--- config.mk ---
export PLATFORM = sky130hd
export DESIGN_NAME = load_store_unit
export DESIGN_NICKNAME = d
export VERILOG_FILES = /design/src/rtl/lsu_pkg.sv /design/src/rtl/lsu_align.sv /design/src/rtl/load_store_unit.sv
export SDC_FILE = /design/constraint.sdc
export NUM_CORES = 1
export LEC_CHECK = 0
export BUFFER_PORTS_ARGS = -buffer_cell sky130_fd_sc_hd__buf_4
export CAP_MARGIN = 20
export CORE_UTILIZATION = 55
export DETAILED_ROUTE_END_ITERATION = 8
export PLACE_DENSITY = 0.83
export SLEW_MARGIN = 20
export SYNTH_ARGS = -nofsm -noshare
export SYNTH_HDL_FRONTEND = slang
export SYNTH_HIERARCHICAL = 1
export SYNTH_SLANG_ARGS = --single-unit
--- constraint.sdc ---
create_clock -name clk -period 10.1 [get_ports clk]
set_input_delay 1.01 -clock clk [delete_from_list [all_inputs] [get_ports clk]]
set_output_delay 1.01 -clock clk [all_outputs]
set_load 0.03 [all_outputs]
--- src/rtl/lsu_pkg.sv ---
// Shared types for the load/store unit: FSM states, access codes and memory geometry.
package lsu_pkg;

    localparam int MEM_AW = 20;

    typedef enum logic [1:0] {
        IDLE,
        ACC0,
        ACC1,
        RESP
    } state_e;

    // Encoded as {we, funct3} so that loads and stores that share a funct3 value stay distinct.
    typedef enum logic [3:0] {
        LB  = 4'b0000,
        LH  = 4'b0001,
        LW  = 4'b0010,
        LBU = 4'b0100,
        LHU = 4'b0101,
        SB  = 4'b1000,
        SH  = 4'b1001,
        SW  = 4'b1010
    } funct3_e;

endpackage

--- src/rtl/lsu_align.sv ---
// Combinational byte-lane logic: legality, byte enables, store-data rotation and load extraction.
module lsu_align
    import lsu_pkg::*;
(
    input  logic        we,
    input  logic [2:0]  funct3,
    input  logic [1:0]  offset,
    input  logic [31:0] wdata,
    input  logic [31:0] rd0,
    input  logic [31:0] rd1,
    output logic        illegal,
    output logic [2:0]  size,
    output logic [3:0]  mask0,
    output logic [3:0]  mask1,
    output logic        split,
    output logic [31:0] wdata_rot,
    output logic [31:0] rdata
);

    logic [3:0]  ones;
    logic [7:0]  lanes;
    logic [63:0] wr_wide;
    logic [63:0] rd_wide;
    logic [31:0] raw;

    // NOTE: every output gets a default before the case so no latch can be inferred.
    always_comb begin
        illegal = 1'b1;
        case ({we, funct3})
            LB, LH, LW, LBU, LHU, SB, SH, SW: illegal = 1'b0;
            default:                          illegal = 1'b1;
        endcase

        case (funct3[1:0])
            2'b00:   begin size = 3'd1; ones = 4'b0001; end
            2'b01:   begin size = 3'd2; ones = 4'b0011; end
            default: begin size = 3'd4; ones = 4'b1111; end
        endcase

        // Lanes past byte 3 spill into the next word.
        lanes = {4'b0000, ones} << offset;
        mask0 = lanes[3:0];
        mask1 = lanes[7:4];
        split = |lanes[7:4];

        wr_wide   = {wdata, wdata} << {offset, 3'b000};
        wdata_rot = wr_wide[63:32];

        rd_wide = {rd1, rd0} >> {offset, 3'b000};
        raw     = rd_wide[31:0];

        rdata = 32'h0;
        case ({we, funct3})
            LB:      rdata = {{24{raw[7]}}, raw[7:0]};
            LH:      rdata = {{16{raw[15]}}, raw[15:0]};
            LW:      rdata = raw;
            LBU:     rdata = {24'h0, raw[7:0]};
            LHU:     rdata = {16'h0, raw[15:0]};
            default: rdata = 32'h0;
        endcase
    end

endmodule

--- src/rtl/load_store_unit.sv ---
// RV32I load/store unit: one request at a time, misaligned accesses split over two word cycles.
module load_store_unit
    import lsu_pkg::*;
#(
    parameter int ADDR_W = MEM_AW
) (
    input  logic              clk,
    input  logic              rst,
    input  logic              req_valid,
    output logic              req_ready,
    input  logic              req_we,
    input  logic [2:0]        req_funct3,
    input  logic [31:0]       req_addr,
    input  logic [31:0]       req_wdata,
    output logic              rsp_valid,
    output logic [31:0]       rsp_rdata,
    output logic              rsp_err,
    output logic              mem_cs,
    output logic              mem_wr,
    output logic [3:0]        mem_mask,
    output logic [ADDR_W-1:0] mem_addr,
    output logic [31:0]       mem_data_wr,
    input  logic [31:0]       mem_data_rd
);

    state_e state, state_next;

    logic              we_q, err_q;
    logic [2:0]        funct3_q;
    logic [1:0]        offset_q;
    logic [ADDR_W-1:0] word_q;
    logic [31:0]       wrot_q, rd0_q, rd1_q;

    logic              accept, fault;
    logic              we_d;
    logic [2:0]        funct3_d;
    logic [1:0]        offset_d;
    logic [ADDR_W-1:0] word_d;
    logic [31:0]       wrot_d;
    logic [32:0]       last_byte;

    logic              illegal, split;
    logic [2:0]        size;
    logic [3:0]        mask0, mask1;
    logic [31:0]       wdata_rot, load_data;

    logic              cs_d, wr_d;
    logic [3:0]        mask_d;
    logic [ADDR_W-1:0] addr_d;
    logic [31:0]       data_d;

    assign req_ready = (state == IDLE) && !rst;
    assign accept    = req_valid && req_ready;

    // While accepting, the request itself feeds the align logic so ACC0 bus values can be registered.
    assign we_d      = accept ? req_we : we_q;
    assign funct3_d  = accept ? req_funct3 : funct3_q;
    assign offset_d  = accept ? req_addr[1:0] : offset_q;
    assign word_d    = accept ? req_addr[ADDR_W+1:2] : word_q;
    assign wrot_d    = accept ? wdata_rot : wrot_q;
    assign last_byte = {1'b0, req_addr} + {30'h0, size} - 33'd1;
    assign fault     = illegal || (|(last_byte >> (ADDR_W + 2)));

    lsu_align u_align (
        .we        (we_d),
        .funct3    (funct3_d),
        .offset    (offset_d),
        .wdata     (req_wdata),
        .rd0       (rd0_q),
        .rd1       (rd1_q),
        .illegal   (illegal),
        .size      (size),
        .mask0     (mask0),
        .mask1     (mask1),
        .split     (split),
        .wdata_rot (wdata_rot),
        .rdata     (load_data)
    );

    always_ff @(posedge clk) begin
        if (rst) state <= IDLE;
        else     state <= state_next;
    end

    always_comb begin
        state_next = state;
        case (state)
            IDLE:    if (accept) state_next = fault ? RESP : ACC0;
            ACC0:    state_next = split ? ACC1 : RESP;
            ACC1:    state_next = RESP;
            RESP:    state_next = IDLE;
            default: state_next = IDLE;
        endcase
    end

    // Bus values are decoded from the upcoming state so the registered outputs line up with it.
    always_comb begin
        cs_d   = 1'b1;
        wr_d   = 1'b1;
        mask_d = 4'b0000;
        addr_d = '0;
        data_d = 32'h0;
        case (state_next)
            ACC0: begin
                cs_d   = 1'b0;
                wr_d   = !we_d;
                mask_d = mask0;
                addr_d = word_d;
                data_d = wrot_d;
            end
            ACC1: begin
                cs_d   = 1'b0;
                wr_d   = !we_d;
                mask_d = mask1;
                addr_d = word_d + ADDR_W'(1);
                data_d = wrot_d;
            end
            default: ;
        endcase

        rsp_valid = (state == RESP);
        rsp_err   = (state == RESP) && err_q;
        rsp_rdata = ((state == RESP) && !err_q && !we_q) ? load_data : 32'h0;
    end

    // NOTE: sequential state uses non-blocking assignments so every register samples pre-edge values.
    always_ff @(posedge clk) begin
        if (rst) begin
            mem_cs      <= 1'b1;
            mem_wr      <= 1'b1;
            mem_mask    <= 4'b0000;
            mem_addr    <= '0;
            mem_data_wr <= 32'h0;
            we_q        <= 1'b0;
            err_q       <= 1'b0;
            funct3_q    <= 3'b000;
            offset_q    <= 2'b00;
            word_q      <= '0;
            wrot_q      <= 32'h0;
            rd0_q       <= 32'h0;
            rd1_q       <= 32'h0;
        end else begin
            mem_cs      <= cs_d;
            mem_wr      <= wr_d;
            mem_mask    <= mask_d;
            mem_addr    <= addr_d;
            mem_data_wr <= data_d;
            if (accept) begin
                we_q     <= req_we;
                err_q    <= fault;
                funct3_q <= req_funct3;
                offset_q <= req_addr[1:0];
                word_q   <= req_addr[ADDR_W+1:2];
                wrot_q   <= wdata_rot;
            end
            if (state == ACC0) rd0_q <= mem_data_rd;
            if (state == ACC1) rd1_q <= mem_data_rd;
        end
    end

endmodule

# == Word level (Yosys, flattened, before mapping) ==
# Memory sizes are Yosys's and may differ from the RTL's.
# Index checks and enable logic that the tools add are counted.
# Widths: inputs -> output; s select.
# totals
elab_cells,65
input_bits,103
register_bits,183
out_inout_bits,93
mem_count,1
rom_bits,16
# mem_list
name,depth,word_bits,read_ports,rd_clocked_by_memory_dff,write_ports,line_no,text
(no name shown),16,1,1,0,0,lsu_align.sv:29,"case ({we, funct3})"
# op_classes
n_reduce_logical,17
muxes,16
addsub,3
n_bitwise,1
n_eq_ne,10
n_shift,3
# op_table
operator,n
$pmux 32 s5,1
$mux 32,2
$shl 64x5->64,1
$shr 64x5->32,1
$pmux 20 s2,1
$add 32x3->33,1
$sub 33x1->33 const B,1
$add 20x1->20 const B,1
$mux 20,1
$pmux 4 s2,2
$reduce_or 11->1,1
$eq 4x3->1 const B,2
$pmux 2 s4,1
$shl 4x2->8,1
$eq 2x1->1 const B,3
$eq 2x2->1 const B,3
$mux 2,3
$pmux 3 s2,1
$logic_and 1x1->1,5
$eq 4x1->1 const B,1
$eq 4x2->1 const B,1
$logic_not 1->1,4
$logic_not 2->1,2
$logic_not 4->1,1
other kinds (6),9

# == Logic depth before layout (Yosys ltp) ==
# Gate-level depths: netlist of the first run.
# depth
word_depth,17
mapped_depth,29
depth_no_buf,23

# == By module ==
# Netlist of the first run, hierarchy kept.
# modules_own_cells
module,seq_area_each_um2,n_inst,cells_per_inst,area_each_um2
load_store_unit,3663.5,1,976,8510.7
lsu_align,0.0,1,179,2145.8

# == Worst setup path after synthesis of the first run ==
# OpenSTA, ideal clock, no wires.
# synth_path
path_kind,input-to-reg
startpoint,input rst
endpoint,register mem_addr[10]
cell_stages,27
path_slack_ns,3.405
setup_ns,0.128
t_arrival_ns,6.567
n_path_buf,8
t_required_ns,9.972
path_cell_list,nand3b_2 > buf_2 > buf_1 > clkbuf_1 > buf_1 > nand2_1 > nand2_1 > buf_2 > clkbuf_1 > inv_1 > ha_1 > inv_1 > ha_1 > or4_1 > a31oi_1 > o32a_1 > o31ai_1 > o2111a_1 > a2111oi_0 > o2111ai_2 > nor4_2 > nor2_1 > ha_1 > or2_2 > clkbuf_1 > clkbuf_1 > nor2_1
# synth_between
elab_chain_len,15
elab_cells_between_ends,26
classes_between,add/sub: 3; eq/ne: 3; shift: 1; mux: 11; reduce/logical: 7; memory: 1
# synth_lines
element,line_no,text
start: declaration,load_store_unit.sv:8,"input logic rst,"
$logic_not 1->1 (*),load_store_unit.sv:52,assign req_ready = (state == IDLE) && !rst;
$logic_and 1x1->1 (*),load_store_unit.sv:52,
$logic_and 1x1->1 (*),load_store_unit.sv:53,assign accept = req_valid && req_ready;
$mux 3 (*),-,
via funct3_d[1],load_store_unit.sv:36,logic [2:0] funct3_d;
$eq 2x1->1 / $logic_not 2->1 (equally long branches),lsu_align.sv:34,case (funct3[1:0])
$pmux 3 s2 (*),lsu_align.sv:34,
via size[2],load_store_unit.sv:43,logic [2:0] size;
$add 32x3->33 (*),load_store_unit.sv:61,"assign last_byte = {1'b0, req_addr} + {30'h0, size} - 33'd1;"
$sub 33x1->33 (*),load_store_unit.sv:61,
$reduce_or 11->1 (*),load_store_unit.sv:62,assign fault = illegal || (|(last_byte >> (ADDR_W + 2)));
$logic_or 1x1->1 (*),load_store_unit.sv:62,
$mux 2 (*) (2 in series),load_store_unit.sv:88,IDLE: if (accept) state_next = fault ? RESP : ACC0;
$pmux 2 s4 (*),load_store_unit.sv:87,case (state)
via state_next[1],load_store_unit.sv:26,"state_e state, state_next;"
$eq 2x2->1 / $eq 2x1->1 (equally long branches),load_store_unit.sv:103,case (state_next)
$pmux 20 s2 (*),load_store_unit.sv:103,
end signal: assignment,load_store_unit.sv:146,mem_addr <= addr_d;
end: declaration,load_store_unit.sv:21,"output logic [ADDR_W-1:0] mem_addr,"
# Mark *: on every way through the listed nets, which the timed path passes. The rest lies on a longest branch.
# A chain may end at the register's enable or synchronous reset.

# == Final worst setup path of the first run ==
# layout_path
startpoint,input rst
endpoint,register mem_wr
# layout_between
elab_chain_len,17
elab_cells_between_ends,27
classes_between,add/sub: 2; eq/ne: 3; shift: 1; mux: 9; bitwise: 1; reduce/logical: 10; memory: 1
# layout_lines
element,line_no,text
$logic_not 1->1 (*),load_store_unit.sv:52,
$logic_and 1x1->1 (*),load_store_unit.sv:52,
$logic_and 1x1->1 (*),load_store_unit.sv:53,
$mux 3 (*),-,
via funct3_d[0],load_store_unit.sv:36,
$eq 2x1->1 / $logic_not 2->1 (equally long branches),lsu_align.sv:34,
$pmux 3 s2 (*),lsu_align.sv:34,
via size[1],load_store_unit.sv:43,
[3 not listed],-,
$logic_or 1x1->1 (*),load_store_unit.sv:62,
$mux 2 (*) (2 in series),load_store_unit.sv:88,
$pmux 2 s4 (*),load_store_unit.sv:87,
via state_next[1],load_store_unit.sv:26,
$eq 2x2->1 / $eq 2x1->1 (equally long branches),load_store_unit.sv:103,
$reduce_or 2->1 (no line) (*),-,
$not 1->1 (no line) (*),-,
$reduce_or 2->1 (no line) (*),-,
end signal: assignment,load_store_unit.sv:144,mem_wr <= wr_d;
end: declaration,load_store_unit.sv:19,"output logic mem_wr,"
# Marked as above.

==> metrics.md, run 1 <==
| Metric | Value |
|---|---|
| Core ar. | `18,200 sq um` |
| Pint | `1.67 mW` |
| CTS Buffer Depth | `2` |
| CP Class | `in2reg` |
| Syn avg cell area | `9.18 sq um` |
| Critical Path AT | `7.04 ns` |
| Routed length per instance | `17.2 um` |
| Crit start category | `input pin` |
| Critical Path RT | `10.42 ns` |
| CTS buffer count | `17` |
| Setup Fix Bufs, Post-CTS | `0` |
| Area grow syn2layout | `19.9%` |
| FP Rows | `49` |
| I/O Buffers | `195` |
| Final Setup Violations | `0` |
| CTS tree | `done` |
| Total power | `2.80 mW` |
| Die height | `139 um` |
| Hold_buf cts | `0` |
| First-pass GRT wire length | `41,900 um` |
| Sum Neg Setup Slack | `0 ns` |
| Hpwl dp | `18,300 um` |
| Period minus WS final | `6.72 ns` |
| Total routing usage reported by global routing | `27.0%` |
| Logic pwr share | `43.1%` |
| Placer Congestion | `0.887` |
| 1st-pass router iterations | `7` |
| Clk_skew | `0.0170 ns` |
| Clock sinks | `175` |
| H-tree Lvls | `4` |
| Tcrit/Tclk final | `66.6%` |
| PwrDens | `225 nW/um^2` |
| Yosys warning total | `6` |
| Worst setup EP type | `flop` |
| Max_cap viols | `0` |
| Cells after Synth | `1,131` |
| Worst min path class | `reg2reg` |
| R2R Setup Slk | `3.46 ns` |
| Syn_nets | `1,275` |
| Initial antenna violation count | `0` |
| Final Hold Fails | `0` |
| Initial drt markers | `734` |
| Largest net degree at the start of global routing | `96` |
| Final WL | `26,200 um` |
| Reg clk slew, reported paths | `0.07 ns` |
| Worst skew pair latency | `0.44 ns` |
| Final max-slew violation count | `0` |
| RSZ-0062 raised after global routing | `false` |
| Ports | `196` |
| Mapped Area | `10,400 sq um` |
| Post-DRT Antenna Nets | `0` |
| Die area | `19,400 sq um` |
| Ratio of cells with drive above 1 in the final layout | `25.3%` |
| Detailed-route via count | `8,881` |
| Pre-CTS setup slack | `2.99 ns` |
| Max IR drop VDD | `0.000161 V` |
| Nets@finish | `1,423` |
| Slack of the critical path | `3.38 ns` |
| Sw Ratio | `40.5%` |
| CTS resizes | `0` |
| Die Wd | `139 um` |
| GRT overflow | `0` |
| # diodes | `0` |
| Lkg Pwr | `5.39 nW` |
| Vias in the first global route | `8,313` |
| Maximum clock rate | `0.149 GHz` |
| Clk pwr share | `23.7%` |
| Switching pwr | `1.14 mW` |
| # DRC | `0` |
| Root buf cell | `clkbuf_16` |
| Starting density of the core | `57.0%` |
| Worst-path fanout max | `68` |
| Vias per cell | `5.84` |
| Sequential fraction of design power | `33.2%` |
| Worst-margin pin slew | `1.08 ns` |
| Status | `complete, no violations` |
| Worst slew margin | `27.9%` |
| Layout filler cell count | `1,398` |
[area by class of cell]
class	instances	area, sq um	area share, %
clock buffer	17	425	3.41
clock inverter	15	179	1.44
inverter	56	210	1.69
multi-input combinational	826	6330	50.8
sequential	175	3500	28.1
tap	229	287	2.30
timing repair buffer	203	1520	12.2
[metal layers]
layer  share of wire (%)  GRT usage [%]  vias up
met5                   0              0        -
met2                  47           43.7      364
met3                 7.1           5.54       37
met4                 2.2           10.6        0
met1                  44           35.5     4223
li1                    -              -     4257
[flip-flops by register name (all words and copies together) (netlist names)]
name	count
err_q	1
funct3_q	3
mem_addr	20
mem_cs	1
mem_data_wr	32
mem_mask	4
mem_wr	1
offset_q	2
rd0_q	32
rd1_q	24
state	2
we_q	1
word_q	20
wrot_q	32
[cell usage in the layout, fill, tap and decap left out, drive strengths merged, types with 3 or more instances in the layout]
cell     count
xor2         6
xnor2       13
o31ai        3
a21o        13
and3        14
nand2b       8
o21ai       31
nor2       119
a31oi       20
mux2i       76
a22oi        7
nor2b       55
nand4        3
clkinv       5
and2        35
nand3       15
buf        203
nand2      139
nor3        14
o21a         6
clkbuf      17
mux2         6
a211oi       4
a21oi       55
or4          5
or2          4
inv         66
o2111ai      3
mux4        63
ha          41
nor4         4
dfxtp      175
o211ai       5
nand3b      33
[power groups by stage]
| stage | clock network (mW) | logic (mW) | registers, mW |
|---|---|---|---|
| 2_1_floorplan | 0 | 0.748 | 1.06 |
| 3_3_place_gp | 0 | 1.17 | 0.939 |
| 3_5_place_dp | 0 | 1.19 | 0.943 |
| 4_1_cts | 0.676 | 1.20 | 0.929 |
| 5_1_grt | 0.703 | 1.30 | 0.944 |
| 6_report | 0.665 | 1.21 | 0.930 |
[metrics by stage]
stage / utilization (%) / std cells / hold slack, ns / cell area [sq um]
2_1_floorplan: - / 1131 / 0.443 / 10400
3_3_place_gp: 65.1 / 1489 / 0.451 / 11900
3_5_place_dp: 65.1 / 1489 / 0.459 / 11900
4_1_cts: 68.4 / 1521 / 0.470 / 12500
5_1_grt: 68.4 / 1521 / 0.493 / 12500
6_report: 68.4 / 1521 / 0.467 / 12500
[final timing paths]
kind | endpoint | from | depth (start not counted)
hold reg to reg | funct3_q[1] | funct3_q[1] | 2
setup reg to reg | mem_wr | state[0] | 23
hold / removal | funct3_q[1] | funct3_q[1] | 2
setup / recovery | mem_wr | rst | 22
[critical path: stages]
cell       delay (ns)
buf_4            0.19
nand3b_4         0.77
nand2_1          0.33
nand2_1          0.30
nor2b_1          0.26
inv_1            0.07
ha_1             0.14
inv_1            0.04
ha_1             0.19
or4_1            0.53
a31oi_1          0.16
o32a_1           0.20
o31ai_1          0.13
o2111a_1         0.24
a2111oi_0        0.49
o2111ai_2        0.22
nor4_2           0.35
nor2_1           0.11
ha_1             0.28
buf_4            0.25
or2_2            0.51
nand2b_1         0.23
(Power assumes the default switching activity.)
==> run 2: changes to the inputs <==
Settings changed: CORE_UTILIZATION 55 to 51, PLACE_DENSITY 0.83 to 0.81.
Clock period 10.1 ns to 6.08 ns, I/O delays scaled along.
==> run 2 against run 1 <==
  * Sequential share of layout area fell by 0.29 points
  * Core utilization down 4.6 points
  * Die area rose by 7.7%
  * Flip-flop and latch count stayed put
  * Cell area grew 1.1%
  * Routed wire length is essentially flat
  * Power is 68% higher
  * First-iteration DRC count fell by 25%
  * Cell count up 2.8%
  * Global-route usage down 1.4 points
  * Combinational power increased by 65%
  * Clock power up 74%
  * Critical endpoint unchanged
  * Largest power group unchanged
  * Highest routed layer unchanged
==> metrics.md, run 2 (synthesized netlist as in run 1, its figures left out) <==
| Metric | Value |
|---|---|
| Pre-CTS setup slack | `0.367 ns (-2.62 ns)` |
| GRT overflow | `0 (unchanged)` |
| Worst Hold Path EP | `rd0_q[25]` |
| Most common cell after layout, fill and taps aside | `buf_4` |
| Ports | `196 (unchanged)` |
| Max IR drop VDD | `0.000342 V (+110%)` |
| Area grow syn2layout | `21.2%` |
| Total power | `4.71 mW (+68%)` |
| Post-DRT Antenna Nets | `0 (unchanged)` |
| Final Hold Fails | `0 (unchanged)` |
| H-tree Lvls | `4 (unchanged)` |
| Clk_skew | `0.0144 ns (-0.00259 ns)` |
| Pint | `2.85 mW (+71%)` |
| Starting density of the core | `52.7% (-4.4 points)` |
| CTS tree | `done` |
| Critical Path AT | `5.85 ns (-1.19 ns)` |
| Largest net degree at the start of global routing | `80 (-17%)` |
| Sum Neg Setup Slack | `0 ns (unchanged)` |
| Worst reg2reg path endpoint | `mem_wr` |
| Tcrit/Tclk final | `91.2%` |
| Maximum clock rate | `0.180 GHz` |
| Vias in the first global route | `8,321 (+0.096%)` |
| Worst slew margin | `27.7% (-0.19 points)` |
| Final WL | `26,200 um (about the same)` |
| First-pass GRT wire length | `41,800 um (-0.33%)` |
| Initial drt markers | `548 (-25%)` |
| Worst-margin pin slew | `1.09 ns (+0.00292 ns)` |
| CP Class | `reg2reg` |
| Hold_buf cts | `0 (unchanged)` |
| Die height | `145 um (+3.8%)` |
| Placed Instance Area | `11,900 sq um (+0.69%)` |
| Ratio of cells with drive above 1 in the final layout | `25.7% (+0.42 points)` |
| Placer Congestion | `0.907 (+2.2%)` |
| Worst setup EP type | `flop` |
| Biggest regs | `mem_data_wr (32), rd0_q (32), wrot_q (32)` |
| CTS Buffer Depth | `2 (unchanged)` |
| Slack of the critical path | `0.536 ns (-2.84 ns)` |
| Die area | `20,900 sq um (+7.7%)` |
| Critical Path RT | `6.39 ns (-4.03 ns)` |
| Logic pwr share | `42.5% (-0.6 points)` |
| Reg clk slew, reported paths | `0.08 ns (about the same)` |
| Final instance area | `12,600 sq um (+1.1%)` |
| # DRC | `0 (unchanged)` |
| Hpwl dp | `18,700 um (+2.3%)` |
| CTS buffer count | `17 (unchanged)` |
| Min-delay src | `mem_data_rd[25]` |
| RSZ-0062 raised after global routing | `false` |
| Worst skew pair latency | `0.43 ns (about the same)` |
| Max_cap viols | `0 (unchanged)` |
| Final hold slack | `0.413 ns (-0.0540 ns)` |
| Status | `complete, no violations` |
| Core ar. | `19,700 sq um (+8.3%)` |
| Root buf cell | `clkbuf_16` |
| FP Rows | `51 (+4.1%)` |
| Initial antenna violation count | `0 (unchanged)` |
| Final Setup Violations | `0 (unchanged)` |
| PwrDens | `374 nW/um^2 (+66%)` |
| Sw Ratio | `39.5% (-1.1 points)` |
| Vias per cell | `5.64 (-3.4%)` |
| Sequential fraction of design power | `32.8% (-0.4 points)` |
| Die Wd | `145 um (+3.8%)` |
| Worst min path class | `in2reg` |
| 1st-pass router iterations | `5 (-2)` |
| Lkg Pwr | `5.44 nW (+0.84%)` |
| Worst Hold Depth | `3 (+1)` |
| Routed length per instance | `16.8 um (-2.6%)` |
| Reg2reg path depth | `23 (unchanged)` |
| Switching pwr | `1.86 mW (+64%)` |
| Nets@finish | `1,429 (+0.42%)` |
| Worst Setup SP | `state[1]` |
| Total routing usage reported by global routing | `25.7% (-1.4 points)` |
| R2R Setup Slk | `0.54 ns (-2.92 ns)` |
| Final max-slew violation count | `0 (unchanged)` |
| Detailed-route via count | `8,818 (-0.71%)` |
| Crit start category | `flop` |
| Clock sinks | `175 (unchanged)` |
| Clk pwr share | `24.7% (+1.0 points)` |
| Period minus WS final | `5.54 ns` |
| Worst r2r src | `state[1]` |
| Most frequent cells in the layout | `buf_4 (209), dfxtp_1 (175), nand2_1 (136)` |
| Worst-path fanout max | `40 (-41%)` |
| I/O Buffers | `195 (unchanged)` |
| # diodes | `0 (unchanged)` |
## run 2: power by group through the flow
stage / registers [mW] / clock network [mW] / logic [mW]
floorplan: 1.76 / 0 / 1.24
global placement: 1.56 / 0 / 1.96
detailed placement: 1.57 / 0 / 1.99
CTS: 1.54 / 1.19 / 2.00
global route: 1.57 / 1.23 / 2.18
finish: 1.54 / 1.16 / 2.00
## run 2: repair_timing
| item | in CTS | in global routing |
|---|---|---|
| buffers inserted | 0 | 0 |
| setup endpoints to repair | 0 | 24 |
| gates resized for setup | 0 | 3 |
## run 2: how the worst max path moves through the flow
stage / endpoint / slack (ns)
6_report: mem_wr / 0.54
4_1_cts: mem_addr[19] / 0.40
2_1_floorplan: mem_addr[10] / 0.04
3_3_place_gp: mem_wr / 0.57
5_1_grt: mem_wr / 0.08
3_5_place_dp: mem_wr / 0.37
## run 2: worst max-delay path, cell delays in order (launching register included)
cell and delay, ns:
dfxtp_1 0.33, inv_1 0.13, ha_1 0.25, and3b_1 0.21, buf_4 0.38, nand2_1 0.13
nand2_1 0.09, nor2b_1 0.19, inv_1 0.06, ha_1 0.17, inv_1 0.05, ha_1 0.16
or4_1 0.12, a31oi_1 0.04, o32a_1 0.36, o31ai_1 0.39, o211ai_1 0.13, a2111oi_0 0.49
o2111ai_2 0.24, nor4_4 0.37, nor2_1 0.11, ha_1 0.31, or2_2 0.47, nand2b_1 0.23
## run 2: routing by layer
| metal | global-route usage, % | routed length [um] |
|---|---|---|
| met3 | 4.80 | 1870 |
| met4 | 10.2 | 677 |
| met1 | 34.1 | 11500 |
| met2 | 41.2 | 12200 |
| met5 | 0 | 0 |
## run 2: metrics by stage
step / util [%] / cells
final: 63.8 / 1563
after global routing: 63.8 / 1563
after CTS: 63.8 / 1563
after detailed placement: 60.5 / 1531
after global placement: 60.5 / 1531
after floorplan: - / 1131
## run 2: cell type report
class | instances | area (sq um)
clock buffer | 17 | 425
sequential | 175 | 3500
clock inverter | 15 | 218
inverter | 56 | 210
fill | 1630 | 7130
tap | 265 | 332
multi-input combinational | 826 | 6330
timing repair buffer | 209 | 1570
==> run 3: changes to the inputs <==
Settings changed: CTS_CLUSTER_DIAMETER set to 200, PLACE_DENSITY 0.81 to 0.78.
==> run 3 against run 2 <==
  * Via count grew 0.83%
  * First-iteration DRC count grew 26%
  * Cell count is the same
  * Hold slack lost 0.0086 ns
  * Power shrank 1.3%
  * Clock-buffer cell count is the same
  * Non-clock buffer count is the same
  * Cell area shrank 0.34%
  * Largest power group unchanged
==> metrics.md, run 3 (synthesized netlist as in run 1, its figures left out) <==
| Metric | Value |
|---|---|
| Hold_buf cts | `0 (unchanged)` |
| Clock sinks | `175 (unchanged)` |
| Total routing usage reported by global routing | `25.7% (+0.059 points)` |
| I/O Buffers | `195 (unchanged)` |
| Routed length per instance | `16.8 um (-0.21%)` |
| Final hold slack | `0.404 ns (-0.00863 ns)` |
| Layout filler cell count | `1,673 (+2.6%)` |
| Post-layout util | `63.6% (-0.22 points)` |
| Initial antenna violation count | `0 (unchanged)` |
| First-pass GRT wire length | `42,000 um (+0.39%)` |
| Worst stage delay on the critical path | `0.53 ns (+0.04 ns)` |
| Vias in the first global route | `8,321 (unchanged)` |
| Root buf cell | `clkbuf_16` |
| Worst setup EP type | `flop` |
| FP Rows | `51 (unchanged)` |
| Period minus WS final | `5.75 ns (+0.209 ns)` |
| Critical Path Stages | `21 (-8.7%)` |
| Vias per cell | `5.69 (+0.83%)` |
| Reg clk slew, reported paths | `0.08 ns (about the same)` |
| Most common cell after layout, fill and taps aside | `buf_4` |
| Worst-path fanout max | `25 (-38%)` |
| Total power | `4.65 mW (-1.3%)` |
| CP delay by family, top | `simple AND/OR/NAND/NOR gates` |
| R2R Setup Slk | `0.33 ns (-0.21 ns)` |
| PwrDens | `371 nW/um^2 (-0.93%)` |
| Worst reg2reg path endpoint | `mem_wr` |
| 1st-pass router iterations | `5 (unchanged)` |
| Worst r2r src | `state[0]` |
| Ratio of cells with drive above 1 in the final layout | `25.7% (unchanged)` |
| Crit-path cells | `inv_1 > ha_1 > and3b_1 > nand2_1 > nand2_1 > inv_1 > ha_1 > inv_1 > ha_1 > or4_1 > a31oi_1 > o32a_1 > o31ai_1 > o2111a_1 > a2111oi_0 > o2111ai_2 > nor4_2 > nor2_1 > ha_1 > or2_2 > nand2b_1` |
| Top cell by count, worst path | `ha_1` |
| Sum Neg Setup Slack | `0 ns (unchanged)` |
| Max_cap viols | `0 (unchanged)` |
| CP Class | `reg2reg` |
| # diodes | `0 (unchanged)` |
| Buf/Inv on CP | `3 (-1)` |
| Slowest stage cell on the critical path | `a2111oi_0` |
| Initial drt markers | `689 (+26%)` |
| Maximum clock rate | `0.174 GHz (-3.6%)` |
| Core ar. | `19,700 sq um (unchanged)` |
| Crit start category | `flop` |
| Largest net degree at the start of global routing | `68 (-15%)` |
| Ports | `196 (unchanged)` |
| Die height | `145 um (unchanged)` |
| Clk_skew | `0.0115 ns (-0.00289 ns)` |
| Reg2reg path depth | `21 (-8.7%)` |
| Tcrit/Tclk final | `94.6% (+3.4 points)` |
| Lkg Pwr | `5.41 nW (-0.50%)` |
| Worst slew margin | `26.2% (-1.5 points)` |
| Biggest regs | `mem_data_wr (32), rd0_q (32), wrot_q (32)` |
| CP endpoint | `mem_wr` |
| Worst-margin pin slew | `1.11 ns (+0.0225 ns)` |
| Die Wd | `145 um (unchanged)` |
| Area occupied by multi-input gates | `6320 sq um (-0.14%)` |
| Critical Path RT | `6.40 ns (about the same)` |
| RSZ-0062 raised after global routing | `false` |
| Final WL | `26,200 um (-0.21%)` |
| Worst min path class | `in2reg` |
| Nets@finish | `1,429 (unchanged)` |
| Placer Congestion | `0.899 (-0.89%)` |
| Most frequent cells in the layout | `buf_4 (208), dfxtp_1 (175), nand2_1 (136)` |
| H-tree Lvls | `4 (unchanged)` |
| Status | `complete, no violations` |
| Hpwl dp | `18,700 um (-0.18%)` |
| CTS buffer count | `17 (unchanged)` |
| Final Hold Fails | `0 (unchanged)` |
| Detailed-route via count | `8,891 (+0.83%)` |
| Final max-slew violation count | `0 (unchanged)` |
| GRT overflow | `0 (unchanged)` |
| Starting density of the core | `52.7% (unchanged)` |
| CTS Buffer Depth | `2 (unchanged)` |
| Critical Path AT | `6.07 ns (+0.22 ns)` |
| Max IR drop VDD | `0.000353 V (+3.2%)` |
| Post-DRT Antenna Nets | `0 (unchanged)` |
| Worst skew pair latency | `0.44 ns (about the same)` |
| Final Setup Violations | `0 (unchanged)` |
| Die area | `20,900 sq um (unchanged)` |
| CTS resizes | `0 (unchanged)` |
| # DRC | `0 (unchanged)` |
| Register area | `3500 sq um (unchanged)` |
| CTS tree | `done` |
| Worst Setup SP | `state[0]` |
| Area grow syn2layout | `20.8%` |
| Setup Fix Bufs, Post-CTS | `0 (unchanged)` |
[run 3: power breakdown]
part	switching, mW	internal, mW	total, mW
Sequential	0.126	1.41	1.54
Combinational	1.20	0.801	2.00
Clock	0.548	0.561	1.11
Total	1.87	2.78	4.65
[run 3: layer usage]
metal	vias up	wire length (um)	global-route usage, %
met5	-	0	0
met4	0	713	9.97
met3	53	1900	5.63
met2	361	12200	41.3
met1	4208	11300	33.7
li1	4269	-	-
[run 3: cell type report]
class / count / share of cell area, %
Multi-Input combinational cell: 826 / 50.4
Sequential cell: 175 / 27.9
Timing Repair Buffer: 209 / 12.5
Clock buffer: 17 / 3.39
Tap cell: 265 / 2.64
Inverter: 56 / 1.68
Clock inverter: 15 / 1.44
[run 3: worst min path at each step]
stage	from	to	slack [ns]	cells after the start
after floorplan	wrot_q[0]	wrot_q[0]	0.44	2
after global placement	funct3_q[1]	funct3_q[1]	0.45	2
after detailed placement	funct3_q[2]	funct3_q[2]	0.46	2
after CTS	mem_data_rd[24]	rd0_q[24]	0.40	3
after global routing	mem_data_rd[0]	rd0_q[0]	0.41	3
final	mem_data_rd[24]	rd0_q[24]	0.40	3
[run 3: metrics by stage]
step	setup slack (ns)	cells	cell area, sq um
floorplan	0.0444	1131	10400
global placement	0.545	1531	11900
detailed placement	0.328	1531	11900
CTS	0.301	1563	12500
global route	0.0476	1563	12500
finish	0.328	1563	12500
[run 3: worst reg2reg max path, cell delays in order (launching register included)]
cell and delay (ns):
dfxtp_1 0.33, inv_1 0.14, ha_1 0.26, and3b_1 0.22, nand2_1 0.08, nand2_1 0.34, inv_1 0.10, ha_1 0.29
inv_1 0.04, ha_1 0.20, or4_1 0.52, a31oi_1 0.18, o32a_1 0.22, o31ai_1 0.13, o2111a_1 0.24, a2111oi_0 0.53
o2111ai_2 0.24, nor4_2 0.44, nor2_1 0.13, ha_1 0.31, or2_2 0.47, nand2b_1 0.23
